==> config.mk <==
export PLATFORM = sky130hd
export DESIGN_NAME = gray_to_rgb_flat
export DESIGN_NICKNAME = d
export VERILOG_FILES = /design/src/rtl/gray_to_rgb_pkg.sv /design/src/rtl/gray_to_rgb_if.sv /design/src/rtl/gray_heat_map.sv /design/src/rtl/gray_to_rgb.sv /design/src/flat_wrapper.sv
export SDC_FILE = /design/constraint.sdc
export NUM_CORES = 1
export LEC_CHECK = 0
export CAP_MARGIN = 20
export CELL_PAD_IN_SITES_DETAIL_PLACEMENT = 1
export CELL_PAD_IN_SITES_GLOBAL_PLACEMENT = 2
export CORE_MARGIN = 1.5
export CORE_UTILIZATION = 31
export CTS_BUF_LIST = sky130_fd_sc_hd__clkbuf_4
export DETAILED_ROUTE_END_ITERATION = 6
export PLACE_DENSITY = 0.82
export SYNTH_ARGS = -nofsm -noshare
export SYNTH_HDL_FRONTEND = slang
export SYNTH_HIERARCHICAL = 1
export SYNTH_SLANG_ARGS = --single-unit
==> constraint.sdc <==
create_clock -name clk -period 2.3 [get_ports clk]
set_input_delay 0.46 -clock clk [delete_from_list [all_inputs] [get_ports clk]]
set_output_delay 0.46 -clock clk [all_outputs]
set_load 0.02 [all_outputs]
==> src/rtl/gray_to_rgb_pkg.sv <==
// Shared video definitions for the gray-to-RGB display path.
// Holds the default channel width, map-select codes and full-scale helper.
package gray_to_rgb_pkg;

    localparam int RGB_WIDTH = 10;

    localparam logic MAP_MONO = 1'b0;
    localparam logic MAP_HEAT = 1'b1;

    // Full-scale channel value M = 2^w - 1.
    function automatic int unsigned max_of(input int unsigned w);
        return (32'd1 << w) - 32'd1;
    endfunction

endpackage

==> src/rtl/gray_to_rgb_if.sv <==
// Pixel stream bundle: gray input side and RGB output side with handshakes.
// slave = converter side, master = producer/consumer side.
interface gray_to_rgb_if
    import gray_to_rgb_pkg::*;
#(
    parameter int rgb_width = RGB_WIDTH
) ();

    logic [rgb_width-1:0] GRAYSCALE;
    logic                 heat_sel;
    logic                 sop_in;
    logic                 eop_in;
    logic                 in_valid;
    logic                 in_ready;
    logic [rgb_width-1:0] RED;
    logic [rgb_width-1:0] GREEN;
    logic [rgb_width-1:0] BLUE;
    logic                 sop_out;
    logic                 eop_out;
    logic                 out_valid;
    logic                 out_ready;

    modport slave (
        input  GRAYSCALE, heat_sel, sop_in, eop_in,
        input  in_valid, out_ready,
        output in_ready, RED, GREEN, BLUE,
        output sop_out, eop_out, out_valid
    );

    modport master (
        output GRAYSCALE, heat_sel, sop_in, eop_in,
        output in_valid, out_ready,
        input  in_ready, RED, GREEN, BLUE,
        input  sop_out, eop_out, out_valid
    );

endinterface

==> src/rtl/gray_heat_map.sv <==
// Combinational 4-segment false-colour map: blue->cyan->green->yellow->red.
// Ports: g (gray in), red/green/blue (mapped channels).
module gray_heat_map
    import gray_to_rgb_pkg::*;
#(
    parameter int rgb_width = RGB_WIDTH
) (
    input  logic [rgb_width-1:0] g,
    output logic [rgb_width-1:0] red,
    output logic [rgb_width-1:0] green,
    output logic [rgb_width-1:0] blue
);

    localparam logic [rgb_width-1:0] M =
        rgb_width'(max_of(rgb_width));

    logic [1:0]           q;
    logic [rgb_width-3:0] f;
    logic [rgb_width-1:0] s;

    assign q = g[rgb_width-1 -: 2];
    assign f = g[rgb_width-3:0];
    // Replicate the top two fraction bits so s reaches full scale.
    assign s = {f, f[rgb_width-3 -: 2]};

    always_comb begin
        red   = '0;
        green = '0;
        blue  = '0;
        unique case (q)
            2'd0: begin
                green = s;
                blue  = M;
            end
            2'd1: begin
                green = M;
                blue  = M - s;
            end
            2'd2: begin
                red   = s;
                green = M;
            end
            2'd3: begin
                red   = M;
                green = M - s;
            end
        endcase
    end

endmodule

==> src/rtl/gray_to_rgb.sv <==
// Two-stage gray-to-RGB converter with valid/ready on both sides.
// Ports: clk, reset (sync, active high), bus (pixel stream, slave side).
module gray_to_rgb
    import gray_to_rgb_pkg::*;
#(
    parameter int rgb_width = RGB_WIDTH
) (
    input  logic          clk,
    input  logic          reset,
    gray_to_rgb_if.slave  bus
);

    logic                 v1;
    logic [rgb_width-1:0] g1;
    logic                 heat1;
    logic                 sop1;
    logic                 eop1;

    logic                 v2;
    logic [rgb_width-1:0] red_q;
    logic [rgb_width-1:0] green_q;
    logic [rgb_width-1:0] blue_q;
    logic                 sop_q;
    logic                 eop_q;

    logic                 adv1;
    logic                 adv2;
    logic                 in_fire;

    logic [rgb_width-1:0] hm_r;
    logic [rgb_width-1:0] hm_g;
    logic [rgb_width-1:0] hm_b;
    logic [rgb_width-1:0] map_r;
    logic [rgb_width-1:0] map_g;
    logic [rgb_width-1:0] map_b;

    // Ready ripples back combinationally from out_ready.
    assign adv2    = !v2 || bus.out_ready;
    assign adv1    = !v1 || adv2;
    assign in_fire = bus.in_valid && adv1;

    gray_heat_map #(
        .rgb_width(rgb_width)
    ) u_heat (
        .g    (g1),
        .red  (hm_r),
        .green(hm_g),
        .blue (hm_b)
    );

    always_comb begin
        map_r = g1;
        map_g = g1;
        map_b = g1;
        if (heat1 == MAP_HEAT) begin
            map_r = hm_r;
            map_g = hm_g;
            map_b = hm_b;
        end
    end

    always_ff @(posedge clk) begin
        if (reset) begin
            v1    <= 1'b0;
            g1    <= '0;
            heat1 <= MAP_MONO;
            sop1  <= 1'b0;
            eop1  <= 1'b0;
        end else begin
            if (adv1) begin
                v1 <= in_fire;
            end
            if (in_fire) begin
                g1    <= bus.GRAYSCALE;
                heat1 <= bus.heat_sel;
                sop1  <= bus.sop_in;
                eop1  <= bus.eop_in;
            end
        end
    end

    always_ff @(posedge clk) begin
        if (reset) begin
            v2      <= 1'b0;
            red_q   <= '0;
            green_q <= '0;
            blue_q  <= '0;
            sop_q   <= 1'b0;
            eop_q   <= 1'b0;
        end else if (adv2) begin
            v2      <= v1;
            red_q   <= map_r;
            green_q <= map_g;
            blue_q  <= map_b;
            sop_q   <= sop1;
            eop_q   <= eop1;
        end
    end

    assign bus.in_ready  = adv1;
    assign bus.out_valid = v2;
    assign bus.RED       = red_q;
    assign bus.GREEN     = green_q;
    assign bus.BLUE      = blue_q;
    assign bus.sop_out   = sop_q;
    assign bus.eop_out   = eop_q;

endmodule

==> src/flat_wrapper.sv <==
// flat-port wrapper written by rule: the top's interface ports become plain ports
module gray_to_rgb_flat import gray_to_rgb_pkg::*;
#(
    parameter int rgb_width = RGB_WIDTH
)
  (clk, reset, bus_GRAYSCALE, bus_heat_sel, bus_sop_in, bus_eop_in, bus_in_valid, bus_out_ready, bus_in_ready, bus_RED, bus_GREEN, bus_BLUE, bus_sop_out, bus_eop_out, bus_out_valid);
  gray_to_rgb_if #(.rgb_width(rgb_width)) bus_i ();
  input  logic clk;
  input  logic reset;
  input wire logic [$bits(bus_i.GRAYSCALE)-1:0] bus_GRAYSCALE;
  input wire logic [$bits(bus_i.heat_sel)-1:0] bus_heat_sel;
  input wire logic [$bits(bus_i.sop_in)-1:0] bus_sop_in;
  input wire logic [$bits(bus_i.eop_in)-1:0] bus_eop_in;
  input wire logic [$bits(bus_i.in_valid)-1:0] bus_in_valid;
  input wire logic [$bits(bus_i.out_ready)-1:0] bus_out_ready;
  output wire logic [$bits(bus_i.in_ready)-1:0] bus_in_ready;
  output wire logic [$bits(bus_i.RED)-1:0] bus_RED;
  output wire logic [$bits(bus_i.GREEN)-1:0] bus_GREEN;
  output wire logic [$bits(bus_i.BLUE)-1:0] bus_BLUE;
  output wire logic [$bits(bus_i.sop_out)-1:0] bus_sop_out;
  output wire logic [$bits(bus_i.eop_out)-1:0] bus_eop_out;
  output wire logic [$bits(bus_i.out_valid)-1:0] bus_out_valid;
  assign bus_i.GRAYSCALE = bus_GRAYSCALE;
  assign bus_i.heat_sel = bus_heat_sel;
  assign bus_i.sop_in = bus_sop_in;
  assign bus_i.eop_in = bus_eop_in;
  assign bus_i.in_valid = bus_in_valid;
  assign bus_i.out_ready = bus_out_ready;
  assign bus_in_ready = bus_i.in_ready;
  assign bus_RED = bus_i.RED;
  assign bus_GREEN = bus_i.GREEN;
  assign bus_BLUE = bus_i.BLUE;
  assign bus_sop_out = bus_i.sop_out;
  assign bus_eop_out = bus_i.eop_out;
  assign bus_out_valid = bus_i.out_valid;
  gray_to_rgb #(.rgb_width(rgb_width)) u_core (.clk(clk), .reset(reset), .bus(bus_i));
endmodule
* Word level (Yosys, flattened, before mapping) *
Index checks and enable logic that the tools add are counted.

operators by class
  $add $sub $neg = 1
  equality and inequality tests = 3
  mux-type cells = 6
  reduce and logical (&&, ||, !) cells = 7

operator list
  cell                    number
  $pmux 10 s2             2
  $mux 10                 3
  $pmux 10 s3             1
  $sub 10x10->10 const A  1
  $eq 2x2->1 const B      2
  $eq 2x1->1 const B      1
  $logic_not 1->1         2
  $logic_not 2->1         1
  $logic_or 1x1->1        2
  $reduce_or 2->1         1
  $logic_and 1x1->1       1

word-level totals
  register bits after elaboration = 47
  bits of input ports = 17
  output and inout bits = 34
  logic and storage cells = 28

* Longest topological paths before layout *
Gate-level depths: netlist of the first run.

  depth after elaboration = 4
  depth in mapped cells = 8
  depth with buffers taken out = 6

* Modules after synthesis *
Netlist of the first run, hierarchy kept.

modules (own cells, without submodules)
  module         instances  cells each  area an instance (um^2)  sequential area each (um^2)
  gray_to_rgb    1          218         1966.9                   940.9
  gray_heat_map  1          59          431.7                    0.0

* Worst setup path after synthesis of the first run *
OpenSTA, ideal clock, no wires.

  kind = reg2reg
  start point = reg u_core.g1[8]
  end point = reg u_core.green_q[8], in the netlist u_core/bus.GREEN[8]
  setup time = 0.132 ns
  arrival = 1.471 ns
  data required time = 2.168 ns
  path slack = 0.697 ns
  cell stages (with the launch flop) = 9
  buffers on the path = 2
  clock period less this slack = 1.603 ns
  path through = dfxtp_1 -> inv_1 -> ha_1 -> buf_2 -> nor2_4 -> a22oi_1 -> buf_4 -> a211oi_1 -> nor3_1

on the way
  word-level cells in the longest chain between the ends = 4
  elaborated cells between the ends (all ways) = 7

RTL lines
  item                                      RTL line             text
  from (decl)                               gray_to_rgb.sv:14    logic [rgb_width-1:0] g1;
  from (signal assigned)                    gray_to_rgb.sv:74    g1 <= bus.GRAYSCALE;
  $eq 2x2->1 or $eq 2x1->1 (tied branches)  gray_heat_map.sv:30  unique case (q)
  $reduce_or 2->1 (no source line)          --
  $pmux 10 s3 (*)                           gray_heat_map.sv:30
  via u_core.hm_g[8]                        gray_to_rgb.sv:31    logic [rgb_width-1:0] hm_g;
  $mux 10 (*)                               gray_to_rgb.sv:55    if (heat1 == MAP_HEAT) begin
  to (signal assigned)                      gray_to_rgb.sv:93    green_q <= map_g;
  to (decl)                                 gray_to_rgb.sv:21    logic [rgb_width-1:0] green_q;

The timed path passes the listed nets; every way through them passes the cells marked *.
A chain may end at the register's enable or synchronous reset.

* Worst setup path in the final report of the first run *
  start point = in bus_out_ready
  end point = out bus_in_ready

on the way
  word-level cells in the longest chain between the ends = 2

RTL lines
  item              RTL line            text
  from (decl)       flat_wrapper.sv:15  input wire logic [$bits(bus_i.out_ready)-1:0] bus_out_ready;
  $logic_or 1x1->1  gray_to_rgb.sv:38   assign adv2 = !v2 || bus.out_ready;
  $logic_or 1x1->1  gray_to_rgb.sv:39   assign adv1 = !v1 || adv2;
  to (decl)         flat_wrapper.sv:16  output wire logic [$bits(bus_i.in_ready)-1:0] bus_in_ready;

No other way between the ends.

==> impl_metrics.json, run 1 <==
{
  "clock-skew-final_ns": 0.0181,
  "seq_area_frac_synth": 0.392,
  "ant_nets": 0,
  "synth_xor_area_frac": 0,
  "crit_path_max_incr_delay_ns": 0.59,
  "finalSetupViolCount": 0,
  "hold_viol_final": 0,
  "p_switching_uw": 530,
  "start_util": 0.325,
  "cts_setup_buffers": 0,
  "stdcell_count": 410,
  "path_class": "in -> out",
  "cp_max_fo": 2,
  "p_int_mw": 1.18,
  "syn_to_final_growth_pct": 23.2,
  "syn_inst": 277,
  "grt_pass1_wl_um": 10300,
  "placement.io_buffers": 50,
  "status": "completed",
  "rows": 31,
  "via_per_inst": 4.83,
  "grt_max_degree": 61,
  "final_nets": 332,
  "pwr-share-comb": 0.240,
  "worst_path_max_delay_cell": "clkdlybuf4s50_1",
  "crit_start": "bus_out_ready",
  "synth_top_family_by_area": "simple AND/OR/NAND/NOR gates",
  "fin_crit_sh": 0.917,
  "synth-seq-cells": 47,
  "syn_nets": 299,
  "synth_warnings": 6,
  "drtIter0Drc": 68,
  "die_area_um2": 8270,
  "r2r-end": "u_core/bus.GREEN[0]",
  "synth_compound_area_frac": 0.187,
  "antenna_cells": 0,
  "worstPathCellList": "clkdlybuf4s50_1 -> nor2b_2 -> nand2_1 -> clkdlybuf4s50_1",
  "maxSlewViolCount": 0,
  "finalSetupTns_ns": 0,
  "dp_cells": 402,
  "worstSkewPairLatency_ns": 0.37,
  "clkSlewWorstSetupHoldPaths_ns": 0.15,
  "cap_violations": 0,
  "r2r-start": "u_core/g1[9]",
  "dieHeight_um": 91.0,
  "core-area_um2": 7370,
  "synth_top_area_cell": "dfxtp_1",
  "slew-limit-headroom": 0.553,
  "cts.sinks": 47,
  "tightest_slew_ns": 0.670,
  "fillers": 894,
  "p_sw_frac": 0.309,
  "required_ns": 1.84,
  "pwr-share-seq": 0.533,
  "grt.total_usage": 0.153,
  "startpoint_type": "input pin",
  "drive_gt1_frac": 0.0611,
  "grt_pass1_vias": 1983,
  "cts_buffers": 5,
  "clk_path_buf_depth": 2,
  "powerDensity_nw_per_um2": 581,
  "hold_buffers": 0,
  "routed_wl_um": 5920,
  "yosys.area_share.simple": 0.250,
  "crit_top_cell": "clkdlybuf4s50_1",
  "fmax_mhz": 474,
  "drc": 0,
  "cts_tree": "done",
  "htreeDepth": 2,
  "drt_first_pass_iters": 4,
  "routedWlPerCell_um": 14.4,
  "synthTopCellsByArea": "dfxtp_1 39%, a211oi_1 9.4%, nand2b_1 8.9%, nor3_1 6.3%, mux2i_1 5.4%",
  "min_period_ns": 2.11,
  "dr_total_vias": 1982,
  "dp_hpwl_um": 4290,
  "p_clk_frac": 0.227,
  "die_w_um": 91.0,
  "synthAdderAreaFrac": 0.0261,
  "leakagePower_nw": 1.19,
  "cp-end-kind": "output port",
  "gp_congestion": 0.802,
  "clockRootBuffer": "clkbuf_4",
  "crit_end": "bus_in_ready",
  "holdPathStages": 2,
  "netlist_area_um2": 2400,
  "ff_latch_area_um2": 941,
  "worstPathArrival_ns": 1.65,
  "antenna_found_initial": 0,
  "vdd_drop_max_mv": 0.185,
  "rsz0062_at_grt": "no",
  "reg2regPathDepth": 5,
  "io_pins": 51,
  "ys_types": 23,
  "synth_top_cell_area_share": 0.392,
  "multi_input_area_um2": 1240,
  "synth_mux_area_frac": 0.0543,
  "r2r_slack_ns": 0.46,
  "hp-class": "reg -> reg",
  "cts.repair.resized": 0,
  "grt.overflow.total": 0,
  "avgSynthCellArea_um2": 8.66,
  "fin_total_pwr_mw": 1.72
}
## cells in the mapped netlist
library cell	instances
a211oi_1	30
a21boi_4	1
a21o_1	16
a21oi_1	3
a22oi_1	6
a22oi_2	2
buf_1	3
buf_12	1
buf_2	7
buf_4	8
buf_6	2
clkbuf_1	8
dfxtp_1	47
ha_1	5
inv_1	10
mux2i_1	13
nand2_1	5
nand2b_1	34
nand2b_4	1
nor2_1	33
nor2_4	1
nor2b_1	11
nor3_1	30
## per-layer routing
layer  vias up  GRT usage  wire length (um)
li1       1010          -                 -
met1       916      0.211              2950
met2        48      0.240              2670
met3         8     0.0327               217
met4         0     0.0404                80
met5         -          0                 0
## state kept, by name (all words and copies together) (netlist names), 10 cells and up
name / cells
u_core/g1: 10
u_core/bus.GREEN: 10
u_core/bus.BLUE: 10
u_core/bus.RED: 10
## through the flow
step,worst slack [ns],cell area (um2),hold slack [ns],utilization
floorplan,0.697,2400,0.437,-
finish,0.191,2950,0.467,0.401
CTS,0.184,2950,0.483,0.401
global route,0.137,2950,0.504,0.401
global placement,0.198,2900,0.454,0.393
detailed placement,0.188,2900,0.463,0.393
## power groups by stage
stage | combinational (mW) | clock [mW] | sequential [mW]
after floorplan | 0.229 | 0 | 0.969
after global placement | 0.408 | 0 | 0.933
after detailed placement | 0.415 | 0 | 0.935
after CTS | 0.417 | 0.414 | 0.916
after global routing | 0.448 | 0.447 | 0.926
final | 0.411 | 0.389 | 0.915
## cell usage in the layout (no fill, tap or decap), drive strengths merged
cell           count
a211oi            30
dfxtp             47
a21o              16
nand2              5
clkinv             1
nor3              30
buf                5
ha                 5
clkdlybuf4s50     50
a21oi              3
clkbuf             5
inv               10
nor2              34
nand2b            35
a21boi             1
nor2b             11
a22oi              8
mux2i             13
clkinvlp           2
## kinds of logic after synthesis
logic type               Yosys count
AO/OA/AOI/OAI                     58
adder cells (fa/ha/maj)            5
buffers and inverters             39
flip-flops                        47
multiplexers                      13
AND/OR/NAND/NOR                  115
## worst max-delay path: cells and delay by family
kind                   cells  cell delay (ns)
buffers and inverters      2             1.07
and+or+nand+nor            2             0.11
## worst min-delay path by stage
stage,end,startpoint,slack (ns)
after floorplan,u_core/bus.eop_out,u_core/eop1,0.44
final,u_core/bus.eop_out,u_core/eop1,0.47
after detailed placement,u_core/bus.eop_out,u_core/bus.eop_out,0.46
after global placement,u_core/bus.sop_out,u_core/bus.sop_out,0.45
after CTS,u_core/bus.sop_out,u_core/sop1,0.48
after global routing,u_core/bus.eop_out,u_core/eop1,0.50
## cell type report
class | instances | area share
sequential | 47 | 0.319
clock buffer | 5 | 0.0127
clock inverter | 3 | 0.00678
tap | 99 | 0.0419
timing repair buffer | 55 | 0.186
inverter | 10 | 0.0127
multi-input combinational | 191 | 0.421
Power figures use the tool's default switching activity.
==> inputs of run 2 (changes only) <==
==> constraint.sdc (replaced) <==
create_clock -name clk -period 2.3 [get_ports clk]
set_input_delay 0.23 -clock clk [delete_from_list [all_inputs] [get_ports clk]]
set_output_delay 0.23 -clock clk [all_outputs]
set_load 0.02 [all_outputs]
==> impl_metrics.json, run 2 (synthesis gave the netlist of run 1 again) <==
{
  "start_util": 0.325,
  "hp-class": "in -> reg",
  "worstPathArrival_ns": 1.74,
  "hold_viol_final": 0,
  "dr_total_vias": 1957,
  "grt_pass1_wl_um": 9920,
  "clk_path_buf_depth": 2,
  "drtIter0Drc": 67,
  "rows": 31,
  "tightest_slew_ns": 0.667,
  "vdd_drop_max_mv": 0.182,
  "maxSlewViolCount": 0,
  "die_area_um2": 8270,
  "crit_path_max_incr_delay_ns": 0.54,
  "required_ns": 2.07,
  "syn_to_final_growth_pct": 22.9,
  "fillers": 875,
  "leakagePower_nw": 1.19,
  "status": "completed",
  "via_per_inst": 4.80,
  "routedWlPerCell_um": 14.3,
  "cts_buffers": 5,
  "grt.total_usage": 0.147,
  "die_w_um": 91.0,
  "cap_violations": 0,
  "path_class": "reg -> out",
  "cts.repair.resized": 0,
  "dp_hpwl_um": 4190,
  "antenna_found_initial": 0,
  "antenna_cells": 0,
  "layout_commonest_cell": "clkdlybuf4s50_1",
  "rsz0062_at_grt": "no",
  "routed_wl_um": 5830,
  "min_period_ns": 1.97,
  "fin_area_um2": 2950,
  "layout_common_cells": "50 x clkdlybuf4s50_1, 47 x dfxtp_1, 34 x nand2b_1",
  "worst_path_max_delay_cell": "clkdlybuf4s50_1",
  "cts_tree": "done",
  "cp-end-kind": "output port",
  "grt_max_degree": 61,
  "gp_congestion": 0.798,
  "hold_buffers": 0,
  "slew-limit-headroom": 0.555,
  "grt.overflow.total": 0,
  "drive_gt1_frac": 0.0518,
  "startpoint_type": "flip-flop",
  "powerDensity_nw_per_um2": 572,
  "clkSlewWorstSetupHoldPaths_ns": 0.13,
  "finalSetupViolCount": 0,
  "cts.sinks": 47,
  "final_nets": 331,
  "finalSetupTns_ns": 0,
  "cts_setup_buffers": 0,
  "io_pins": 51,
  "clock-skew-final_ns": 0.00785,
  "drc": 0,
  "fin_crit_sh": 0.857,
  "placement.io_buffers": 50,
  "clockRootBuffer": "clkbuf_4",
  "drt_first_pass_iters": 4,
  "htreeDepth": 2,
  "worstPathCellList": "nor2b_2 -> buf_12 -> nand2_1 -> clkdlybuf4s50_1",
  "cp_max_fo": 36,
  "grt_pass1_vias": 1962,
  "dieHeight_um": 91.0,
  "core-area_um2": 7370,
  "worstSkewPairLatency_ns": 0.35,
  "fmax_mhz": 507,
  "dpl_cell_area_um2": 2900,
  "ant_nets": 0
}
## run 2: changes by cell type in the layout (fill, tap and decap cells not counted)
cell        previous run  this run
clkinvlp_4             2         0
clkinv_1               0         1
buf_12                 1         2
buf_4                  4         2
## run 2: final timing paths
path	startpoint	endpoint	slack (ns)	cells past startpoint
worst max-delay path	u_core/bus.out_valid	bus_in_ready	0.33	4
worst min-delay path	bus_GRAYSCALE[8]	u_core/g1[8]	0.44	3
worst max register to register	u_core/g1[8]	u_core/bus.GREEN[2]	0.48	6
worst min register to register	u_core/sop1	u_core/bus.sop_out	0.47	2
## run 2: layer usage
layer	wire [um]	vias up	GRT usage
li1	-	1000	-
met1	2950	888	0.200
met2	2540	60	0.232
met3	243	9	0.0285
met4	95	0	0.0482
met5	0	-	0
## run 2: final cells by class
class / instances / area (um2) / area share
Clock buffer: 5 / 37.5 / 0.0127
Clock inverter: 2 / 8.76 / 0.00297
Inverter: 10 / 37.5 / 0.0127
Multi-Input combinational cell: 191 / 1240 / 0.422
Sequential cell: 47 / 941 / 0.319
Tap cell: 99 / 124 / 0.0420
Timing Repair Buffer: 54 / 556 / 0.188
## run 2: worst max-delay path, delay by kind of cell (launching register included)
| family | cells | cell delay (ns) |
|---|---|---|
| buf+inv | 2 | 0.75 |
| flops | 1 | 0.37 |
| simple gates | 2 | 0.26 |
## run 2: metrics by stage
| step | util | std cells | power (mW) | hold WS (ns) | setup slack, ns |
|---|---|---|---|---|---|
| 6_report | 0.400 | 408 | 1.69 | 0.436 | 0.329 |
| 5_1_grt | 0.400 | 408 | 1.78 | 0.425 | 0.202 |
| 4_1_cts | 0.400 | 408 | 1.71 | 0.434 | 0.309 |
| 3_5_place_dp | 0.394 | 401 | 1.35 | 0.462 | 0.421 |
| 3_3_place_gp | 0.394 | 401 | 1.34 | 0.447 | 0.434 |
| 2_1_floorplan | - | 277 | 1.20 | 0.347 | 0.697 |
## run 2: report_power, final
part	switching [mW]	internal, mW	leakage, nW
registers	0.0443	0.870	0.386
clock network	0.252	0.109	0.0285
logic	0.214	0.199	0.779
total	0.510	1.18	1.19
